### config.mk
export PLATFORM = sky130hd
export DESIGN_NAME = pwm_capture
export DESIGN_NICKNAME = d
export VERILOG_FILES = /design/src/rtl/pwm_capture.sv
export SDC_FILE = /design/constraint.sdc
export NUM_CORES = 1
export LEC_CHECK = 0
export ABC_CLOCK_PERIOD_IN_PS = 4330
export CAP_MARGIN = 40
export CORE_MARGIN = 4
export CORE_UTILIZATION = 50
export CTS_BUF_LIST = sky130_fd_sc_hd__clkbuf_8
export DETAILED_ROUTE_END_ITERATION = 10
export GPL_TIMING_DRIVEN = 0
export PLACE_DENSITY_LB_ADDON = 0.2
export SETUP_SLACK_MARGIN = 0.3
export SLEW_MARGIN = 40
export SYNTH_ARGS = -nofsm -noshare
export SYNTH_HDL_FRONTEND = slang
export SYNTH_SLANG_ARGS = --single-unit
export TNS_END_PERCENT = 50
### constraint.sdc
create_clock -name clk -period 4.33 [get_ports clk]
set_input_delay 0.6495 -clock clk [delete_from_list [all_inputs] [get_ports clk]]
set_output_delay 0.6495 -clock clk [all_outputs]
set_load 0.01 [all_outputs]
### src/rtl/pwm_capture.sv
// pwm_capture: measures an incoming PWM waveform in clk cycles.
//   It reports the high time and the period between two rising edges.
// Latency: meas_valid is visible after the 2nd posedge following the posedge that
//   first samples the closing rising edge. The optional filter adds FILT_LEN-1 cycles.
// Backpressure: none. Each result is a single-cycle meas_valid strobe. The outputs
//   hold their values until the next complete measurement.
//
// Optional build macro: PWM_CAP_FILTER_EN. When it is defined, a stability filter
//   after the synchroniser rejects pulses shorter than FILT_LEN cycles.
//
// Ports:
//   clk         clock, all logic on posedge
//   rst_n       synchronous active-low reset
//   ena         capture enable; 0 parks the FSM in IDLE and holds the outputs
//   pwm_in      asynchronous PWM input
//   high_cnt    high cycles of the last complete period
//   period_cnt  cycles between the last two rising edges
//   meas_valid  1-cycle strobe; high_cnt/period_cnt were updated this cycle
//   timeout     sticky; the run counter saturated without an edge
//   pwm_level   synchronised (and filtered) input level
module pwm_capture #(
    parameter int CNT_W    = 16,
    parameter int FILT_LEN = 3
) (
    input  logic             clk,
    input  logic             rst_n,
    input  logic             ena,
    input  logic             pwm_in,
    output logic [CNT_W-1:0] high_cnt,
    output logic [CNT_W-1:0] period_cnt,
    output logic             meas_valid,
    output logic             timeout,
    output logic             pwm_level
);

    // A filter that needs one sample or fewer cannot reject anything.
    if (FILT_LEN < 2) begin : g_bad_filt_len
        $error("pwm_capture: FILT_LEN must be >= 2");
    end

    typedef enum logic [1:0] {
        IDLE = 2'd0,
        HIGH = 2'd1,
        LOW  = 2'd2
    } state_t;

    localparam logic [CNT_W-1:0] CNT_MAX = '1;
    localparam logic [CNT_W-1:0] CNT_ONE = CNT_W'(1);

    // ------------------------------------------------------------------
    // Input path: 2-FF synchroniser, optional stability filter, edge detect
    // ------------------------------------------------------------------
    logic s1_q, s2_q;
    logic lvl;
    logic lvl_dly_q;
    logic rise, fall;

    always_ff @(posedge clk) begin
        if (!rst_n) begin
            s1_q <= 1'b0;
            s2_q <= 1'b0;
        end else begin
            s1_q <= pwm_in;
            s2_q <= s1_q;
        end
    end

`ifdef PWM_CAP_FILTER_EN
    localparam int FCW = $clog2(FILT_LEN + 1);
    localparam logic [FCW-1:0] FCNT_LAST = FCW'(FILT_LEN - 1);

    logic [FCW-1:0] fcnt_q, fcnt_d;
    logic           flvl_q;

    // fcnt_q counts the earlier consecutive samples in which s2 has differed
    // from the filtered level. The level is changed combinationally when the
    // FILT_LEN-th differing sample is present. This rejects pulses shorter
    // than FILT_LEN cycles and adds only FILT_LEN-1 cycles of delay.
    assign lvl = ((s2_q != flvl_q) && (fcnt_q == FCNT_LAST)) ? s2_q : flvl_q;

    always_comb begin
        fcnt_d = '0;
        if (s2_q != lvl) begin
            fcnt_d = fcnt_q + 1'b1;
        end
    end

    always_ff @(posedge clk) begin
        if (!rst_n) begin
            fcnt_q <= '0;
            flvl_q <= 1'b0;
        end else begin
            fcnt_q <= fcnt_d;
            flvl_q <= lvl;
        end
    end
`else
    assign lvl = s2_q;
`endif

    always_ff @(posedge clk) begin
        if (!rst_n) begin
            lvl_dly_q <= 1'b0;
        end else begin
            lvl_dly_q <= lvl;
        end
    end

    assign rise      = lvl & ~lvl_dly_q;
    assign fall      = ~lvl & lvl_dly_q;
    assign pwm_level = lvl;

    // ------------------------------------------------------------------
    // Measurement FSM
    // ------------------------------------------------------------------
    state_t           state_q, state_d;
    logic [CNT_W-1:0] p_q, p_d;          // run counter since the last rise
    logic [CNT_W-1:0] h_q, h_d;          // high time captured at the fall
    logic [CNT_W-1:0] high_q, high_d;
    logic [CNT_W-1:0] period_q, period_d;
    logic             valid_q, valid_d;
    logic             tout_q, tout_d;

    always_comb begin
        state_d  = state_q;
        p_d      = p_q;
        h_d      = h_q;
        high_d   = high_q;
        period_d = period_q;
        valid_d  = 1'b0;
        tout_d   = tout_q;

        if (!ena) begin
            // Park and drop any partial measurement; published results and
            // the sticky timeout stay visible.
            state_d = IDLE;
            p_d     = '0;
        end else begin
            case (state_q)
                IDLE: begin
                    // Only a rise starts a measurement. A fall here is ignored.
                    p_d = '0;
                    if (rise) begin
                        state_d = HIGH;
                        p_d     = CNT_ONE;
                    end
                end
                HIGH: begin
                    if (fall) begin
                        state_d = LOW;
                        h_d     = p_q;
                        p_d     = p_q + 1'b1;
                    end else if (p_q == CNT_MAX) begin
                        // Stuck high: give up and wait for a fresh rise.
                        state_d = IDLE;
                        p_d     = '0;
                        tout_d  = 1'b1;
                    end else begin
                        p_d = p_q + 1'b1;
                    end
                end
                LOW: begin
                    if (rise) begin
                        // A rise at p == CNT_MAX still completes normally.
                        state_d  = HIGH;
                        period_d = p_q;
                        high_d   = h_q;
                        valid_d  = 1'b1;
                        tout_d   = 1'b0;
                        p_d      = CNT_ONE;
                    end else if (p_q == CNT_MAX) begin
                        // Stuck low.
                        state_d = IDLE;
                        p_d     = '0;
                        tout_d  = 1'b1;
                    end else begin
                        p_d = p_q + 1'b1;
                    end
                end
                default: begin
                    state_d = IDLE;
                    p_d     = '0;
                end
            endcase
        end
    end

    always_ff @(posedge clk) begin
        if (!rst_n) begin
            state_q  <= IDLE;
            p_q      <= '0;
            h_q      <= '0;
            high_q   <= '0;
            period_q <= '0;
            valid_q  <= 1'b0;
            tout_q   <= 1'b0;
        end else begin
            state_q  <= state_d;
            p_q      <= p_d;
            h_q      <= h_d;
            high_q   <= high_d;
            period_q <= period_d;
            valid_q  <= valid_d;
            tout_q   <= tout_d;
        end
    end

    assign high_cnt   = high_q;
    assign period_cnt = period_q;
    assign meas_valid = valid_q;
    assign timeout    = tout_q;

endmodule

==> results of run 1 <==
-- registers in the layout, indices dropped and copies added, names as in the netlist --
register and count:
pwm_level 1, high_cnt 16, s1_q 1, p_q 16
h_q 16, period_cnt 16, lvl_dly_q 1, state_q 2
meas_valid 1, timeout 1
-- per-layer routing --
metal  global-route usage, %  up-vias
met4                    8.77        0
met2                    31.9       51
met1                    23.3     1078
met5                       0        -
li1                        -     1139
met3                    3.57        9
-- layout by cell type, fill, tap and decap left out, types with 3 or more instances in the layout --
cell type and count:
nand3_1 6, a211oi_1 13, nand2_1 71, xor2_1 7
or4_1 3, a21boi_0 32, dfxtp_1 71, xnor2_1 5
nand4_1 4, and2_1 3, bufinv_16 4, nor2_1 5
nor2b_1 20, buf_2 4, clkdlybuf4s50_1 38, and4_1 3
clkinv_2 3, mux2i_1 16, clkbuf_8 9, a21oi_1 3
clkbuf_1 14
-- worst register-to-register path, stage by stage, from the launching register on --
cell	delay (ps)
dfxtp_1	480
ha_1	250
nand3_2	190
or4_1	550
buf_2	180
o21ai_4	250
buf_6	180
a211oi_1	80
-- cells by family (layout without fill, tap and decap cells) --
logic type / count (synthesis) / in the layout / share of synthesized area, %
AOI/OAI and AO/OA: 58 / 58 / 15.4
xor gates and xnor gates: 12 / 12 / 3.69
adders and majority gates: 1 / 1 / 0.440
buffers and inverters: 22 / 76 / 3.47
DFF: 71 / 71 / 50.0
muxes: 16 / 16 / 5.63
and+or+nand+nor: 125 / 125 / 21.4
-- cells in the mapped netlist --
library cell,n
buf_6,1
and2_1,3
a221oi_1,2
dfxtp_1,71
nor2b_1,20
a31oi_1,2
mux2i_1,16
and3_1,2
nand3_1,6
clkbuf_1,14
o211a_1,1
and4_1,3
o31ai_1,2
or4_1,3
nand2_1,71
nand3_2,2
nand4_2,1
nor2_1,5
xor2_1,7
o211ai_1,1
ha_1,1
a211oi_1,13
xnor2_1,5
nor3_1,2
a21boi_0,32
inv_1,2
o21ai_4,1
buf_4,1
a21o_1,1
nand4_1,4
buf_2,4
nor3b_1,1
a21oi_1,3
nand2b_1,2
-- report_power, final --
part	switching (W)	total (W)	internal, W
clock	0.000243	0.000681	0.000438
sequential	0.00000139	0.000655	0.000654
combinational	0.0000150	0.0000279	0.0000129
total	0.000260	0.00136	0.00110
-- through the flow --
step	hold WS [ps]	power (W)	std cells	setup slack, ps
finish	435	0.00136	431	2030
global route	461	0.00140	431	1940
CTS	434	0.00137	431	2050
detailed placement	417	0.000698	415	1910
global placement	416	0.000698	415	1940
floorplan	412	0.000688	305	2380
-- cell type report --
class	instances	area [sq um]
fillers	467	1930
flip-flops and latches	71	1420
multi-input cells	212	1330
repair buffers	38	380
clock inverters	7	135
clock buffers	9	124
plain buffers	20	91.3
well taps	72	90.1
inverters	2	7.51
-- path summary, 6_finish.rpt --
path	startpoint	end	slack [ps]
worst min register to register	s1_q	pwm_level	430
worst min-delay path	s1_q	pwm_level	430
worst max register to register	p_q[0]	p_q[10]	2030
worst max-delay path	p_q[0]	p_q[10]	2030
==> results.sh, run 1 <==
export IMPL_status="completed"
export IMPL_grt_max_degree=13
export IMPL_powerDensity_mw_per_mm2=382
export IMPL_cts_max_level=3
export IMPL_tns_ps=0
export IMPL_vias_per_cell=5.28
export IMPL_final_cell_area_sq_mm=0.00357
export IMPL_start_kind="register"
export IMPL_final_nets=359
export IMPL_postCtsSetupBuffers=0
export IMPL_cts_resized_gates=0
export IMPL_drive_above_1_share_pct=7.24
export IMPL_coreArea_sq_mm=0.00551
export IMPL_numCtsBuffers=9
export IMPL_crit_type="reg -> reg"
export IMPL_synth_top_area_share_pct=50.0
export IMPL_cts_tree="done"
export IMPL_postSynthAreaPerCell_sq_um=9.33
export IMPL_critPathMaxStageDelay_ps=550
export IMPL_die_w_um=83.4
export IMPL_dr_wl_met2_mm=3.03
export IMPL_max_cap_violations=0
export IMPL_syn_nets=310
export IMPL_grt_pass1_wl_mm=10.4
export IMPL_wl_met1_mm=2.90
export IMPL_syn_inst=305
export IMPL_fmax_mhz=435
export IMPL_synth_seq_cells=71
export IMPL_rsz0062_at_grt="no"
export IMPL_hpwl_mm=4.39
export IMPL_seq_area_frac_synth_pct=50.0
export IMPL_track_usage_pct=18.9
export IMPL_p_leak_nw=1.27
export IMPL_grt_overflow=0
export IMPL_antenna_left=0
export IMPL_io_buffers=38
export IMPL_path_buf_inv=2
export IMPL_critPathTopFamily="simple AND/OR/NAND/NOR gates"
export IMPL_cts_sinks=71
export IMPL_path_cells="ha_1, nand3_2, or4_1, buf_2, o21ai_4, buf_6, a211oi_1"
export IMPL_place_congestion=0.839
export IMPL_crit_fanout=10
export IMPL_synth_area_top_cells="dfxtp_1 (50%), nand2_1 (9.4%), a21boi_0 (8.4%)"
export IMPL_critPathSlowestCell="or4_1"
export IMPL_die_height_um=83.4
export IMPL_placed_cell_area_sq_mm=0.00332
export IMPL_route_met3_wl_um=312
export IMPL_worstHoldPathType="reg -> reg"
export IMPL_yosysUniqueCellTypes=34
export IMPL_hold_depth=1
export IMPL_cts_root_buf="clkbuf_8"
export IMPL_insertion_delay_ps=340
export IMPL_worst_ir_drop_vdd_mv=0.306
export IMPL_end_kind="register"
export IMPL_cp_required_ps=4530
export IMPL_vias=2277
export IMPL_utilization_pct=64.9
export IMPL_syn2layout_area_growth_pct=25.6
export IMPL_start_util_pct=51.7
export IMPL_ioPinCount=39
export IMPL_maxSlewHeadroom_pct=66.0
export IMPL_drt_first_pass_iters=4
export IMPL_routed_wl_mm=6.33
export IMPL_antennaDiodeCount=0
export IMPL_dr_first_iter_drc_count=122
export IMPL_cp_depth=7
export IMPL_setup_viol=0
export IMPL_max_clock_path_buffers=2
export IMPL_finalHoldViolCount=0
export IMPL_tightest_slew_ps=509
export IMPL_reg2regPathDepth=7
export IMPL_ys_warn_count=0
export IMPL_post_route_min_period_ps=2300
export IMPL_arrival_ps=2500
export IMPL_drv_slew=0
export IMPL_top_layer="met4"
export IMPL_wl_per_cell_um=14.7
export IMPL_synth_top_cell_by_area="dfxtp_1"
export IMPL_row_count=27
export IMPL_clk_pin_slew_ps=70
export IMPL_antenna_found_initial=0
export IMPL_cts_hold_fix_buffers=0
export IMPL_syn_cell_area_sq_mm=0.00285
export IMPL_dieArea_sq_mm=0.00696
export IMPL_final_period_utilization_pct=53.1
export IMPL_drc_errors=0
export IMPL_finClkSkew_ps=5.80
export IMPL_grt_pass1_vias=2155
(Power assumes the default switching activity.)
==> run 2: changes to the inputs <==
--- a/config.mk
+++ b/config.mk
@@ -5,7 +5,7 @@
 export SDC_FILE = /design/constraint.sdc
 export NUM_CORES = 1
 export LEC_CHECK = 0
-export ABC_CLOCK_PERIOD_IN_PS = 4330
+export ABC_CLOCK_PERIOD_IN_PS = 2200
 export CAP_MARGIN = 40
 export CORE_MARGIN = 4
 export CORE_UTILIZATION = 50
==> constraint.sdc (replaced) <==
create_clock -name clk -period 2.2 [get_ports clk]
set_input_delay 0.33 -clock clk [delete_from_list [all_inputs] [get_ports clk]]
set_output_delay 0.33 -clock clk [all_outputs]
set_load 0.01 [all_outputs]
==> run 2 against run 1 <==
Flip-flop and latch count unchanged. First-iteration DRC count decreased by 7.4%. Critical path depth decreased by 3. Count of clock-buffer cells in the layout increased by 2. Largest cell class unchanged. Design area increased by 0.42%.
==> results.sh, run 2 (synthesized netlist as in run 1, its figures left out) <==
export IMPL_row_count=27
export IMPL_powerDensity_mw_per_mm2=632
export IMPL_routed_wl_mm=6.34
export IMPL_antennaDiodeCount=0
export IMPL_cts_tree="done"
export IMPL_cts_sinks=71
export IMPL_status="completed"
export IMPL_drv_slew=0
export IMPL_die_height_um=83.4
export IMPL_insertion_delay_ps=340
export IMPL_start_kind="register"
export IMPL_crit_type="reg -> reg"
export IMPL_final_cell_mix="nand2_1 (71), dfxtp_1 (66), clkdlybuf4s50_1 (38), a21boi_0 (32), nor2b_1 (19)"
export IMPL_numCtsBuffers=9
export IMPL_path_cells="and4_1, nand4_1, or4_1, a221oi_1"
export IMPL_rsz0062_at_grt="yes"
export IMPL_final_nets=364
export IMPL_hold_ws_ps=441
export IMPL_p_leak_nw=1.28
export IMPL_grt_pass1_wl_mm=10.6
export IMPL_grt_overflow=0
export IMPL_start_util_pct=51.7
export IMPL_worstHoldPathType="reg -> reg"
export IMPL_critPathMaxStageDelay_ps=490
export IMPL_ioPinCount=39
export IMPL_drc_errors=0
export IMPL_cts_max_level=3
export IMPL_tightest_slew_ps=561
export IMPL_hpwl_mm=4.29
export IMPL_critPathTopFamily="simple AND/OR/NAND/NOR gates"
export IMPL_setup_viol=0
export IMPL_cp_required_ps=2450
export IMPL_tns_ps=0
export IMPL_clk_pin_slew_ps=70
export IMPL_final_period_utilization_pct=86.1
export IMPL_drt_first_pass_iters=4
export IMPL_antenna_left=0
export IMPL_grt_max_degree=12
export IMPL_worstReg2RegStart="p_q[2]"
export IMPL_p_sw_share_pct=21.9
export IMPL_maxSlewHeadroom_pct=62.6
export IMPL_intPower_w=0.00177
export IMPL_vias_per_cell=5.25
export IMPL_fmax_mhz=528
export IMPL_worst_ir_drop_vdd_mv=0.469
export IMPL_max_clock_path_buffers=2
export IMPL_worstHoldStart="s1_q"
export IMPL_critPathSlowestCell="or4_1"
export IMPL_syn2layout_area_growth_pct=26.2
export IMPL_end_kind="register"
export IMPL_rr_endpoint="p_q[15]"
export IMPL_post_route_min_period_ps=1890
export IMPL_drive_above_1_share_pct=11.0
export IMPL_die_w_um=83.4
export IMPL_p_sw_w=0.000497
export IMPL_track_usage_pct=19.0
export IMPL_crit_fanout=6
export IMPL_rrSetupSlack_ps=310
export IMPL_place_congestion=0.824
export IMPL_wl_per_cell_um=14.5
export IMPL_coreArea_sq_mm=0.00551
export IMPL_dieArea_sq_mm=0.00696
export IMPL_clockPowerShare_pct=40.7
export IMPL_hold_depth=1
export IMPL_path_buf_inv=0
export IMPL_utilization_pct=65.2
export IMPL_dr_first_iter_drc_count=113
export IMPL_arrival_ps=2140
export IMPL_max_cap_violations=0
export IMPL_final_common_cell="nand2_1"
export IMPL_reg2regPathDepth=4
export IMPL_antenna_found_initial=0
export IMPL_finClkSkew_ps=6.19
export IMPL_fillers=464
export IMPL_min_delay_worst_endpoint="pwm_level"
export IMPL_io_buffers=38
export IMPL_vias=2288
export IMPL_power_frac_comb_pct=2.5
export IMPL_p_seq_share_pct=56.8
export IMPL_cts_root_buf="clkbuf_8"
export IMPL_cts_hold_fix_buffers=0
export IMPL_grt_pass1_vias=2180
export IMPL_finalHoldViolCount=0
-- run 2: worst max path at each step --
stage	depth (start not counted)	end	start	slack, ps
3_5_place_dp	7	p_q[11]	p_q[1]	70
4_1_cts	6	period_cnt[12]	state_q[1]	300
5_1_grt	5	h_q[13]	state_q[0]	210
2_1_floorplan	7	p_q[10]	p_q[1]	320
3_3_place_gp	7	p_q[10]	p_q[1]	80
6_report	4	p_q[15]	p_q[2]	310
-- run 2: power groups by stage --
stage / Combinational (W) / Clock [W] / Sequential [W]
floorplan: 0.0000348 / 0 / 0.00132
global placement: 0.0000542 / 0 / 0.00132
detailed placement: 0.0000543 / 0 / 0.00132
CTS: 0.0000578 / 0.000946 / 0.00129
global route: 0.0000630 / 0.00102 / 0.00129
finish: 0.0000575 / 0.000923 / 0.00129
-- run 2: per-stage QoR --
step / cell area [sq um] / total power (W) / setup slack, ps / std cells
global placement: 3330 / 0.00137 / 82.0 / 415
floorplan: 2860 / 0.00135 / 318 / 305
detailed placement: 3330 / 0.00137 / 72.4 / 415
CTS: 3580 / 0.00229 / 300 / 436
global route: 3590 / 0.00237 / 207 / 436
finish: 3590 / 0.00227 / 306 / 436
-- run 2: worst reg2reg max path, cell delays in order, from the launching register on --
cell and delay (ps):
dfxtp_1 480, and4_1 380, nand4_1 190, or4_1 490
a221oi_1 260
-- run 2: what timing repair did --
| action | CTS | global route |
|---|---|---|
| cloned | 1 | 0 |
| gates resized for setup | 13 | 7 |
| setup buffers | 4 | 0 |
| setup endpoints to repair | 29 | 54 |
| pin swaps | 1 | 1 |
-- run 2: cell type report --
| class | instances | area (sq um) | share of cell area, % |
|---|---|---|---|
| flip-flops and latches | 71 | 1430 | 39.9 |
| plain buffers | 20 | 100 | 2.79 |
| clock inverters | 5 | 25.0 | 0.697 |
| repair buffers | 43 | 422 | 11.7 |
| inverters | 2 | 7.51 | 0.209 |
| well taps | 72 | 90.1 | 2.51 |
| clock buffers | 11 | 151 | 4.22 |
| multi-input cells | 212 | 1360 | 37.9 |
-- run 2: per-layer routing --
metal	track usage (%)	vias to the layer above	share of wire, %
met5	0	-	0
met2	29.7	59	47
met4	7.16	0	0.88
met3	4.56	6	5.0
met1	25.4	1072	47
li1	-	1151	-
==> run 3: changes to the inputs <==
--- a/config.mk
+++ b/config.mk
@@ -11,6 +11,7 @@
 export CORE_UTILIZATION = 50
 export CTS_BUF_LIST = sky130_fd_sc_hd__clkbuf_8
 export DETAILED_ROUTE_END_ITERATION = 10
+export GPL_ROUTABILITY_DRIVEN = 0
 export GPL_TIMING_DRIVEN = 0
 export PLACE_DENSITY_LB_ADDON = 0.2
 export SETUP_SLACK_MARGIN = 0.3
==> results of run 3 <==
Same layout as run 2: the final DEF is identical, and so are final timing and power.
